## src/rtl/intr_pkg.sv

```systemverilog
// Shared types and helpers for the multi-source interrupt controller.
package intr_pkg;

   typedef enum logic [2:0] {
      IDLE,
      DRAIN,
      PUSH,
      LOAD,
      SERVICE
   } intr_state_t;

   localparam int PC_W_DFLT   = 32;
   localparam int DATA_W_DFLT = 16;
   localparam int WORDS       = PC_W_DFLT / DATA_W_DFLT;

   // Each vector slot is one full PC wide, i.e. `words` stack words apart.
   function automatic int unsigned vec_addr(input int unsigned base,
                                            input int unsigned words,
                                            input int unsigned id);
      return base + id * words;
   endfunction

endpackage

```

## src/rtl/intr_controller_if.sv

```systemverilog
// Pipeline-side bundle: drain status, PC/flags to save, stack push port, vector load.
interface intr_controller_if
   import intr_pkg::*;
#(
   parameter int PC_W   = PC_W_DFLT,
   parameter int DATA_W = DATA_W_DFLT,
   parameter int FLAG_W = 3
);
   logic              pipe_empty;
   logic [PC_W-1:0]   pc_in;
   logic [FLAG_W-1:0] flags_in;
   logic              push_valid;
   logic [DATA_W-1:0] push_data;
   logic              push_ready;
   logic              fetch_stall;
   logic              pc_load;
   logic [PC_W-1:0]   pc_load_value;
   logic              rti_done;

   modport master (
      input  pipe_empty, pc_in, flags_in, push_ready, rti_done,
      output push_valid, push_data, fetch_stall, pc_load, pc_load_value
   );

   modport slave (
      output pipe_empty, pc_in, flags_in, push_ready, rti_done,
      input  push_valid, push_data, fetch_stall, pc_load, pc_load_value
   );
endinterface

```

## src/rtl/prio_encoder.sv

```systemverilog
// Fixed-priority encoder: lowest set request index wins.
module prio_encoder #(
   parameter int N    = 4,
   parameter int ID_W = 2
) (
   input  logic [N-1:0]    req,
   output logic            valid,
   output logic [ID_W-1:0] id
);

   always_comb begin
      valid = |req;
      id    = '0;
      for (int i = N - 1; i >= 0; i--) begin
         if (req[i]) id = ID_W'(i);
      end
   end

endmodule

```

## src/rtl/intr_controller.sv

```systemverilog
// Multi-source interrupt controller: latch, mask, prioritise, then sequence
// the entry (stall fetch, drain, push PC and flags, load vector) until RTI.
//
// state   | meaning
// IDLE    | selecting; accepts the lowest eligible source
// DRAIN   | fetch stalled, waiting for pipe_empty
// PUSH    | pushing PC words MSW first, then zero-extended flags
// LOAD    | one-cycle vector load strobe, fetch released
// SERVICE | handler running, waiting for rti_done
module intr_controller
   import intr_pkg::*;
#(
   parameter int          N_SRC     = 4,
   parameter int          PC_W      = PC_W_DFLT,
   parameter int          DATA_W    = DATA_W_DFLT,
   parameter int          FLAG_W    = 3,
   parameter int unsigned VEC_BASE  = 0,
   parameter bit          EDGE_MODE = 1'b1,
   localparam int         ID_W      = (N_SRC > 1) ? $clog2(N_SRC) : 1
) (
   input  logic              clk,
   input  logic              rst,
   input  logic [N_SRC-1:0]  irq,
   input  logic              mask_we,
   input  logic [N_SRC-1:0]  mask_wdata,
   intr_controller_if.master cpu,
   output logic              in_service,
   output logic [ID_W-1:0]   active_id,
   output logic [N_SRC-1:0]  pending
);

   localparam int N_WORDS = PC_W / DATA_W;
   localparam int CNT_W   = $clog2(N_WORDS + 1);

   intr_state_t      state, state_nxt;
   logic [N_SRC-1:0] mask, irq_q, req_set, req_clr, eligible;
   logic             sel_valid, accept, beat_done;
   logic [ID_W-1:0]  sel_id, id_q;
   logic [PC_W-1:0]  pc_sr;
   logic [FLAG_W-1:0] flags_q;
   logic [CNT_W-1:0] beat_cnt;

   assign eligible = pending & mask;

   prio_encoder #(.N(N_SRC), .ID_W(ID_W)) u_prio (
      .req   (eligible),
      .valid (sel_valid),
      .id    (sel_id)
   );

   assign accept    = (state == IDLE) && sel_valid;
   assign beat_done = (state == PUSH) && cpu.push_ready;
   assign req_set   = EDGE_MODE ? (irq & ~irq_q) : irq;
   assign req_clr   = accept ? (N_SRC'(1) << sel_id) : '0;
   assign active_id = id_q;

   always_ff @(posedge clk or negedge rst) begin
      if (!rst) state <= IDLE;
      else      state <= state_nxt;
   end

   // Set wins over clear so an edge coinciding with acceptance is not lost.
   always_ff @(posedge clk or negedge rst) begin
      if (!rst) begin
         mask     <= '1;
         irq_q    <= '0;
         pending  <= '0;
         id_q     <= '0;
         pc_sr    <= '0;
         flags_q  <= '0;
         beat_cnt <= '0;
      end else begin
         irq_q   <= irq;
         pending <= (pending & ~req_clr) | req_set;
         if (mask_we) mask <= mask_wdata;
         if (accept) begin
            id_q    <= sel_id;
            pc_sr   <= cpu.pc_in;
            flags_q <= cpu.flags_in;
         end
         // beat_cnt counts remaining PC words; zero means the flags beat.
         if (state == DRAIN) begin
            beat_cnt <= CNT_W'(N_WORDS);
         end else if (beat_done) begin
            beat_cnt <= beat_cnt - 1'b1;
            pc_sr    <= pc_sr << DATA_W;
         end
      end
   end

   always_comb begin
      state_nxt         = state;
      cpu.push_valid    = 1'b0;
      cpu.push_data     = '0;
      cpu.fetch_stall   = 1'b0;
      cpu.pc_load       = 1'b0;
      cpu.pc_load_value = '0;
      in_service        = 1'b0;
      case (state)
         IDLE: begin
            if (accept) state_nxt = DRAIN;
         end
         DRAIN: begin
            cpu.fetch_stall = 1'b1;
            if (cpu.pipe_empty) state_nxt = PUSH;
         end
         PUSH: begin
            cpu.fetch_stall = 1'b1;
            cpu.push_valid  = 1'b1;
            cpu.push_data   = (beat_cnt == '0) ? DATA_W'(flags_q) : pc_sr[PC_W-1 -: DATA_W];
            if (beat_done && beat_cnt == '0) state_nxt = LOAD;
         end
         LOAD: begin
            cpu.pc_load       = 1'b1;
            cpu.pc_load_value = PC_W'(vec_addr(VEC_BASE, N_WORDS, 32'(id_q)));
            state_nxt         = SERVICE;
         end
         SERVICE: begin
            in_service = 1'b1;
            if (cpu.rti_done) state_nxt = IDLE;
         end
         default: state_nxt = IDLE;
      endcase
   end

endmodule

```

## src/flat_wrapper.sv

```systemverilog
// flat-port wrapper written by rule: the top's interface ports become plain ports
module intr_controller_flat import intr_pkg::*;
#(
   parameter int          N_SRC     = 4,
   parameter int          PC_W      = PC_W_DFLT,
   parameter int          DATA_W    = DATA_W_DFLT,
   parameter int          FLAG_W    = 3,
   parameter int unsigned VEC_BASE  = 0,
   parameter bit          EDGE_MODE = 1'b1,
   localparam int         ID_W      = (N_SRC > 1) ? $clog2(N_SRC) : 1
)
  (clk, rst, irq, mask_we, mask_wdata, in_service, active_id, pending, cpu_pipe_empty, cpu_pc_in, cpu_flags_in, cpu_push_ready, cpu_rti_done, cpu_push_valid, cpu_push_data, cpu_fetch_stall, cpu_pc_load, cpu_pc_load_value);
  intr_controller_if #(.PC_W(PC_W), .DATA_W(DATA_W), .FLAG_W(FLAG_W)) cpu_i ();
  input  logic clk;
  input  logic rst;
  input  logic [N_SRC-1:0] irq;
  input  logic mask_we;
  input  logic [N_SRC-1:0] mask_wdata;
  output logic in_service;
  output logic [ID_W-1:0] active_id;
  output logic [N_SRC-1:0] pending;
  input wire logic [$bits(cpu_i.pipe_empty)-1:0] cpu_pipe_empty;
  input wire logic [$bits(cpu_i.pc_in)-1:0] cpu_pc_in;
  input wire logic [$bits(cpu_i.flags_in)-1:0] cpu_flags_in;
  input wire logic [$bits(cpu_i.push_ready)-1:0] cpu_push_ready;
  input wire logic [$bits(cpu_i.rti_done)-1:0] cpu_rti_done;
  output wire logic [$bits(cpu_i.push_valid)-1:0] cpu_push_valid;
  output wire logic [$bits(cpu_i.push_data)-1:0] cpu_push_data;
  output wire logic [$bits(cpu_i.fetch_stall)-1:0] cpu_fetch_stall;
  output wire logic [$bits(cpu_i.pc_load)-1:0] cpu_pc_load;
  output wire logic [$bits(cpu_i.pc_load_value)-1:0] cpu_pc_load_value;
  assign cpu_i.pipe_empty = cpu_pipe_empty;
  assign cpu_i.pc_in = cpu_pc_in;
  assign cpu_i.flags_in = cpu_flags_in;
  assign cpu_i.push_ready = cpu_push_ready;
  assign cpu_i.rti_done = cpu_rti_done;
  assign cpu_push_valid = cpu_i.push_valid;
  assign cpu_push_data = cpu_i.push_data;
  assign cpu_fetch_stall = cpu_i.fetch_stall;
  assign cpu_pc_load = cpu_i.pc_load;
  assign cpu_pc_load_value = cpu_i.pc_load_value;
  intr_controller #(.N_SRC(N_SRC), .PC_W(PC_W), .DATA_W(DATA_W), .FLAG_W(FLAG_W), .VEC_BASE(VEC_BASE), .EDGE_MODE(EDGE_MODE)) u_core (.clk(clk), .rst(rst), .irq(irq), .mask_we(mask_we), .mask_wdata(mask_wdata), .cpu(cpu_i), .in_service(in_service), .active_id(active_id), .pending(pending));
endmodule
```

## config.mk

```make
export PLATFORM = sky130hd
export DESIGN_NAME = intr_controller_flat
export DESIGN_NICKNAME = d
export VERILOG_FILES = /design/src/rtl/intr_pkg.sv /design/src/rtl/intr_controller_if.sv /design/src/rtl/prio_encoder.sv /design/src/rtl/intr_controller.sv /design/src/flat_wrapper.sv
export SDC_FILE = /design/constraint.sdc
export NUM_CORES = 1
export LEC_CHECK = 0
export BUFFER_PORTS_ARGS = -buffer_cell sky130_fd_sc_hd__buf_4
export CORE_MARGIN = 1.5
export CORE_UTILIZATION = 40
export CTS_BUF_LIST = sky130_fd_sc_hd__clkbuf_4 sky130_fd_sc_hd__clkbuf_8 sky130_fd_sc_hd__clkbuf_16
export DETAILED_ROUTE_END_ITERATION = 10
export GPL_TIMING_DRIVEN = 0
export PLACE_DENSITY = 0.75
export RECOVER_POWER = 100
export SKIP_LAST_GASP = 1
export SLEW_MARGIN = 15
export SYNTH_ARGS = -nofsm -noshare
export SYNTH_HDL_FRONTEND = slang
export SYNTH_SLANG_ARGS = --single-unit
export TNS_END_PERCENT = 50
```

## constraint.sdc

```tcl
create_clock -name clk -period 4.39 [get_ports clk]
set_input_delay 0.2195 -clock clk [delete_from_list [all_inputs] [get_ports clk]]
set_output_delay 0.2195 -clock clk [all_outputs]
set_load 0.02 [all_outputs]
```

### Word-level counts from Yosys, hierarchy flattened

Index checks and enable logic that the tools add are counted.

* register bits after elaboration: 54
* input bits: 49
* output and inout bits: 58
* word-level logic and storage cells: 55

* $add $sub $neg: 1
* equal/unequal tests: 8
* shifts and indexed selects: 1
* multiplexer cells: 22
* bitwise gates (word level): 6
* reductions and logical operators: 9

Operators by type and width (number)
* $mux W32: 3
* $mux W16: 2
* $mux W3: 5
* $pmux W3 S5: 1
* $and A4 B4 Y4: 3
* $mux W2: 6
* $not A4 Y4: 2
* $eq A3 B2 Y1 const B: 2
* $ne A2 B2 Y1 const B: 3
* $mux W1: 4
* $mux W4: 1
* $or A4 B4 Y4: 1
* $reduce_and A4 Y1: 1
* $reduce_or A4 Y1: 1
* $shl A1 B2 Y4 const A: 1
* $eq A3 B1 Y1 const B: 1
* $eq A3 B3 Y1 const B: 1
* $logic_and A1 B1 Y1: 3
* $logic_not A3 Y1: 1
* $logic_not A2 Y1: 1
* $ne A2 B1 Y1 const B: 1
* $reduce_bool A2 Y1: 1
* $reduce_or A2 Y1: 1
* $sub A2 B1 Y2 const B: 1

### Logic depth before layout (Yosys ltp)

Gate-level depths: netlist (run 1).

* word-level depth: 10
* mapped depth: 7
* gate-level depth less buffers: 6

### Modules after synthesis

A second synthesis (run 1) with hierarchy kept.

* cell total of the unflattened synthesis: 295
* area, all modules: 2751.4 um2

Modules (own cells, without submodules)
* intr_controller: instances 1, cells an instance 288, area each 2716.4 um2, sequential area each 1356.3 um2
* prio_encoder: instances 1, cells an instance 7, area each 35.0 um2, sequential area each 0.0 um2

### Least setup slack after synthesis (run 1)

OpenSTA, ideal clock, no wires.

* kind: register to output
* from: register u_core.state[1]
* to: output port cpu_pc_load_value[1]
* arrival: 1.637 ns
* slack: 2.534 ns
* stages on the path, launching flop included: 5
* path buffers: 1
* path through: dfrtp_1 -> clkbuf_1 -> inv_1 -> nor3_1 -> and2_1

* word-level cells in the longest chain between the ends: 2

Ends and longest elaborated chain
* start, declared: line intr_controller.sv:35 `intr_state_t state, state_nxt;`
* start signal, assigned: line intr_controller.sv:59 `else state <= state_nxt;`
* $eq A3 B2 Y1: line intr_controller.sv:99 `case (state)`
* $mux W3: line intr_controller.sv:99
* end, declared: line flat_wrapper.sv:31 `output wire logic [$bits(cpu_i.pc_load_value)-1:0] cpu_pc_load_value;`

No other way between the ends.

==> summary.txt, run 1 <==
Floorplanning
  – Initial Util: 42.27%
  – # IOs: 107
  – Cell Rows: 29
  – Die width: 85.62 um
  – Core Box Area: 6459 sq um
  – Die Ht: 85.62 um
  – Die area: 7330 sq um

Global route
  – Initial antenna violation count: 0
  – Largest net degree at the start of global routing: 55
  – Gr ovfl total: 0
  – Vias in the first global route: 2184
  – GRT Total Usage: 17.06%
  – First-pass GRT wire length: 9.846 mm

Timing
  – Fin. max-slew vios: 55
  – Min Tclk post-route: 2980 ps
  – Max Clk Rate: 335.6 MHz
  – RSZ-0062 raised after global routing: no
  – Final setup TNS: 0 ps
  – Rel. slew slack: -89.78%
  – Worst-Margin Slew: 2847 ps
  – Setup-failing EPs final: 0
  – Final hold violations: 0
  – Fin crit share: 67.88%
  – Clock skew after layout: 9.851 ps

Yosys
  – Top FF cell, synth: dfrtp_1
  – Most area-consuming cells after synthesis: dfrtp_1 46%, nand2_1 9.6%, a21oi_1 9.5%, buf_4 8.5%, and2_1 3.9%
  – Number of synthesized flops with an enable pin: 0
  – Post-synthesis register bit count: 54
  – Syn Std Cell Area: 2730 sq um
  – Synthesized instance count: 311
  – Top-area cell type share of the netlist area: 45.83%
  – Sequential share of the synthesized area: 49.68%
  – Commonest cells in the netlist: 70 x nand2_1, 52 x a21oi_1, 50 x dfrtp_1, 31 x buf_4, 24 x nor2_1
  – Top-count cell post-synth: nand2_1
  – Synth Area per Inst: 8.779 sq um
  – Yosys cell types: 34
  – Yosys warns: 0
  – Post-synth ARST share: 100.0%
  – Largest area contributor in the netlist: dfrtp_1

Worst hold path
  – Hold Crit Class: input port to register
  – WHS Path Cells: 1

Placement
  – Final GP Congestion: 0.7812
  – Port buffer count: 76
  – Detailed placer's ending HPWL: 4.684 mm

Setup path
  – Critical Path Slowest Stage Cell: clkbuf_1
  – CP arrival: 2780 ps
  – Worst path bufs/invs: 2
  – Critical path depth: 2
  – Worst Setup End Kind: async pin
  – R2R cell count: 6
  – Top Family by Delay on Critical Path: buffers and inverters
  – Critical-path maximum fanout: 54
  – WP data required: 4190 ps
  – Critical-path cell list: dlygate4sd3_1 -> clkbuf_1
  – Nature of the critical path startpoint: input port
  – Largest stage delay on the critical path: 2000 ps
  – Critical setup path kind: input port to async pin

Power
  – P_leak: 1.799 nW
  – Worst vdd ir: 0.0002889 V
  – Cell Pwr Density: 616.6 nW/um^2

Layout
  – Core Util, Final: 54.75%
  – Fraction of layout cells with a size suffix above 1: 25.65%
  – Synth-to-Final Area Change: 29.51%
  – Layout Nets: 474
  – ANT cells: 0

Outcome
  – Status: complete, but fails checks
  – Failing checks: design-rule violations, max-capacitance violations, max-slew violations

Clocking
  – CTS H-tree depth: 2
  – Clock Path Buffers: 2
  – Clock buffer count from CTS: 5
  – Worst skew pair latency: 300 ps
  – Clock root cell: clkbuf_8
  – Resize count post-CTS: 0
  – CTS tree: done
  – Clock-pin slew on the worst setup and hold paths: 90 ps
  – Setup Fix Bufs, Post-CTS: 0
  – Clock sink count: 54

Drt
  – Detailed-route via count: 2308
  – Drt pass-1 iters: 7
  – Drt total wl: 6.142 mm
  – Initial DRC Count: 126
  – Vias per inst: 4.598
  – Post-route ant nets: 0
  – DRC: 9
  – Routed WL per cell: 12.24 um

Run
  – Max_cap viols: 1
## routing by layer
metal	wire (um)	part of all wire, %	vias up	GRT usage, %
met3	424	6.9	7	4.139
met1	2658	43	1046	21.60
li1	-	-	1185	-
met2	2970	48	70	28.99
met4	90	1.5	0	5.132
met5	0	0	-	0
## state kept, by name (all words and copies together) (netlist names)
| register | count |
|---|---|
| u_core.beat_cnt | 2 |
| u_core.active_id | 2 |
| u_core.flags_q | 3 |
| u_core.pending | 4 |
| u_core.state | 3 |
| u_core.irq_q | 4 |
| u_core.mask | 4 |
| u_core.pc_sr | 32 |
## layout make-up
| type | count | area, sq um |
|---|---|---|
| clock buffer | 7 | 90.09 |
| fill | 632 | 2923 |
| buffer | 47 | 311.5 |
| timing repair buffer | 77 | 520.5 |
| clock inverter | 1 | 5.005 |
| sequential | 54 | 1356 |
| tap | 77 | 96.34 |
| multi-input combinational | 229 | 1119 |
| inverter | 10 | 37.54 |
## report_power, final
group	leakage [nW]	switching [mW]	internal (mW)	total, mW
Clock	0.0517	0.151	0.134	0.285
Sequential	0.643	0.111	0.715	0.826
Combinational	1.10	0.661	0.408	1.07
Total	1.80	0.923	1.26	2.18
## metrics by stage
step	setup WS, ps	std cells	hold WS, ps	cell area (sq um)	power, mW
3_3_place_gp	2272	493	298.5	3506	1.929
3_5_place_dp	2282	493	299.4	3506	1.968
5_1_grt	845.7	502	37.81	3536	2.371
2_1_floorplan	2534	340	-76.09	2839	1.620
4_1_cts	1939	502	20.66	3611	2.257
6_report	1410	502	57.10	3536	2.180
## repair_timing
item                                    4_1_cts  5_1_grt
hold buffers                                  1        0
endpoints found under the setup margin        0        0
hold endpoints to repair                     50        0
## cell usage in the layout (no fill, tap or decap), drive strengths merged, types with 2 or more instances in the layout
cell type,netlist,final
a21oi,52,52
a31oi,3,3
and2,17,17
and3,2,2
buf,40,93
clkbuf,7,37
conb,1,30
dfrtp,50,50
dfstp,4,4
inv,10,10
mux2,4,4
mux2i,3,3
nand2,70,70
nand3,3,3
nor2,24,24
nor3,2,2
o21ai,4,4
o31ai,3,3
## kinds of logic after synthesis
group,share of synthesized area (%)
muxes,2.750
other,0.1374
buffers and inverters,12.97
DFF,49.68
AOI/OAI and AO/OA,14.99
and+or+nand+nor,19.02
adders and majority gates,0.4582
## worst paths after layout
kind / slack (ps) / endpoint / startpoint
min in group asynchronous: 1360 / u_core.pc_sr[22] / rst
worst min-delay path: 60 / u_core.irq_q[2] / irq[2]
worst max-delay path: 1410 / u_core.pending[0] / rst
worst max register to register: 2220 / u_core.pc_sr[22] / u_core.pending[2]
worst min register to register: 420 / u_core.pending[0] / u_core.irq_q[0]
max in group clk: 1820 / cpu_push_data[7] / u_core.state[2]
Note: power is estimated with default switching activity, not from simulation.
==> run 2: changes to the inputs <==
clock period = 2.98 ns   (was 4.39 ns; I/O delays follow)
==> run 2 against run 1 <==
Net effect:
- the flow finishes with violations (design-rule violations)
- largest cell class unchanged
- register-to-register slack worse by 1400 ps
- clock power is 48% higher
- highest routed layer unchanged
- non-clock buffer count is 4 higher
- combinational power is 48% higher
- sequential cell count stayed put
- largest power group unchanged
- die area stayed put
- core utilization is 0.64 points higher
- cell area is 1.2% higher
==> summary.txt, run 2 (same netlist as run 1, synthesis figures left out) <==
Setup path
  – Top Family by Delay on Critical Path: simple AND/OR/NAND/NOR gates (was buffers and inverters)
  – WP data required: 2830 ps (was 4190 ps)
  – Largest stage delay on the critical path: 370 ps (was 2000 ps)
  – Nature of the critical path startpoint: register (was input port)
  – Most frequent CP cell: clkbuf_1
  – Worst Setup End Kind: output pin (was async pin)
  – Critical setup path kind: register to output pin (was input port to async pin)
  – Critical Path Slowest Stage Cell: dfrtp_1 (was clkbuf_1)
  – CP arrival: 2350 ps (was 2780 ps)
  – Critical-path cell list: clkbuf_1 -> nor2_1 -> nand2_1 -> nor2_1 -> clkbuf_1 -> and2_1 -> clkbuf_1 (was dlygate4sd3_1 -> clkbuf_1)
  – Critical-path maximum fanout: 10 (was 54)
  – Reg2Reg Setup Slack: 800 ps (was 2220 ps)
  – Worst path bufs/invs: 3 (was 2)

Clocking
  – Setup Fix Bufs, Post-CTS: 0 (unchanged)
  – Clock sink count: 54 (unchanged)
  – Clock Path Buffers: 2 (unchanged)
  – Worst skew pair latency: 300 ps (about the same)
  – Clock root cell: clkbuf_8 (unchanged)
  – Clock-pin slew on the worst setup and hold paths: 90 ps (about the same)
  – CTS H-tree depth: 2 (unchanged)
  – CTS tree: done (unchanged)
  – Clock buffer count from CTS: 5 (unchanged)

Timing
  – Rel. slew slack: 12.66% (was -89.78%)
  – RSZ-0062 raised after global routing: no (unchanged)
  – Setup WS post-layout: 476.2 ps (was 1410 ps)
  – Worst-Margin Slew: 1310 ps (was 2847 ps)
  – Fin. max-slew vios: 0 (was 55)
  – Fin crit share: 84.02%
  – Final setup TNS: 0 ps (unchanged)
  – Final hold violations: 0 (unchanged)
  – Setup-failing EPs final: 0 (unchanged)
  – Min Tclk post-route: 2504 ps
  – Max Clk Rate: 399.4 MHz
  – Clock skew after layout: 10.34 ps (was 9.851 ps)

Layout
  – ANT cells: 0 (unchanged)
  – Synth-to-Final Area Change: 31.03% (was 29.51%)
  – Top reg by flops: u_core.pc_sr (unchanged)
  – Max reg flops: 32 (unchanged)
  – Layout Nets: 478 (was 474)
  – Commonest non-fill, non-tap cells in the layout: 88 x buf_4, 70 x nand2_1, 52 x a21oi_1 (unchanged)
  – Fraction of layout cells with a size suffix above 1: 25.64% (was 25.65%)
  – Core Util, Final: 55.39% (was 54.75%)
  – Most common cell after layout, fill and taps aside: buf_4 (unchanged)

Placement
  – Final GP Congestion: 0.7812 (unchanged)
  – Detailed placer's ending HPWL: 4.684 mm (unchanged)
  – Port buffer count: 76 (unchanged)
  – Worst setup slack after placement: 942.1 ps (was 2282 ps)

Floorplanning
  – Die Ht: 85.62 um (unchanged)
  – Core Box Area: 6459 sq um (unchanged)
  – Die width: 85.62 um (unchanged)
  – Cell Rows: 29 (unchanged)
  – # IOs: 107 (unchanged)
  – Die area: 7330 sq um (unchanged)
  – Initial Util: 42.27% (unchanged)

Drt
  – DRC: 9 (unchanged)
  – Detailed-route via count: 2331 (was 2308)
  – Drt pass-1 iters: 7 (unchanged)
  – Routed WL per cell: 12.19 um (was 12.24 um)
  – Initial DRC Count: 134 (was 126)
  – Vias per inst: 4.607 (was 4.598)
  – Post-route ant nets: 0 (unchanged)
  – Drt total wl: 6.167 mm (was 6.142 mm)

Global route
  – Largest net degree at the start of global routing: 55 (unchanged)
  – GRT Total Usage: 17.22% (was 17.06%)
  – Initial antenna violation count: 0 (unchanged)
  – First-pass GRT wire length: 9.942 mm (was 9.846 mm)
  – Gr ovfl total: 0 (unchanged)
  – Vias in the first global route: 2201 (was 2184)

Outcome
  – Status: complete, but fails checks (unchanged)
  – Failing checks: design-rule violations (was design-rule violations, max-capacitance violations, max-slew violations)

Power
  – Cell Pwr Density: 899.3 nW/um^2 (was 616.6 nW/um^2)
  – Worst vdd ir: 0.0004246 V (was 0.0002889 V)
  – P_leak: 1.818 nW (was 1.799 nW)

Run
  – Max_cap viols: 0 (was 1)

Worst hold path
  – Hold Crit Class: input port to register (unchanged)
[run 2: worst paths after layout]
| kind | start | to | cells after the start |
|---|---|---|---|
| hold / removal | cpu_flags_in[1] | u_core.flags_q[1] | 3 |
| min in group asynchronous | rst | u_core.pc_sr[22] | 2 |
| hold reg to reg | u_core.irq_q[0] | u_core.pending[0] | 1 |
| setup reg to reg | u_core.pending[2] | u_core.pc_sr[18] | 6 |
| max in group asynchronous | rst | u_core.pc_sr[0] | 2 |
| setup / recovery | u_core.state[2] | cpu_push_data[7] | 7 |
[run 2: power breakdown]
group          internal (mW)  switching [mW]  total [mW]
sequential              1.05           0.163        1.22
combinational          0.605           0.975        1.58
clock                  0.197           0.223       0.421
[run 2: area by class of cell]
class | instances | area, sq um
Timing Repair Buffer | 81 | 561.8
Clock buffer | 7 | 90.09
Clock inverter | 1 | 5.005
Fill cell | 626 | 2882
Multi-Input combinational cell | 229 | 1119
Tap cell | 77 | 96.34
Sequential cell | 54 | 1356
Buffer | 47 | 311.5
Inverter | 10 | 37.54
[run 2: routing by layer]
| layer | vias to the layer above | global-route usage, % | wire length (um) |
|---|---|---|---|
| met3 | 7 | 4.139 | 415 |
| met2 | 75 | 29.42 | 2987 |
| met1 | 1059 | 21.72 | 2674 |
| li1 | 1190 | - | - |
| met5 | - | 0 | 0 |
| met4 | 0 | 5.132 | 90 |
[run 2: repair_timing]
action	CTS	global route
hold buffers	5	0
endpoints found under the hold margin	54	0
resized for setup	0	0
[run 2: through the flow]
| step | instance area (sq um) | hold slack, ps | power (mW) | std cells |
|---|---|---|---|---|
| 2_1_floorplan | 2839 | -146.6 | 2.386 | 340 |
| 3_3_place_gp | 3506 | 228.0 | 2.842 | 493 |
| 3_5_place_dp | 3506 | 228.9 | 2.899 | 493 |
| 4_1_cts | 3651 | 45.00 | 3.330 | 506 |
| 5_1_grt | 3577 | 44.14 | 3.498 | 506 |
| 6_report | 3577 | 54.05 | 3.217 | 506 |
[run 2: worst register-to-register path, delay by kind of cell (launching register included)]
family                 cells  cell delay [ps]
buffers and inverters      2              860
AND/OR/NAND/NOR            1              100
flip-flops                 1              430
AO/OA/AOI/OAI              3              720
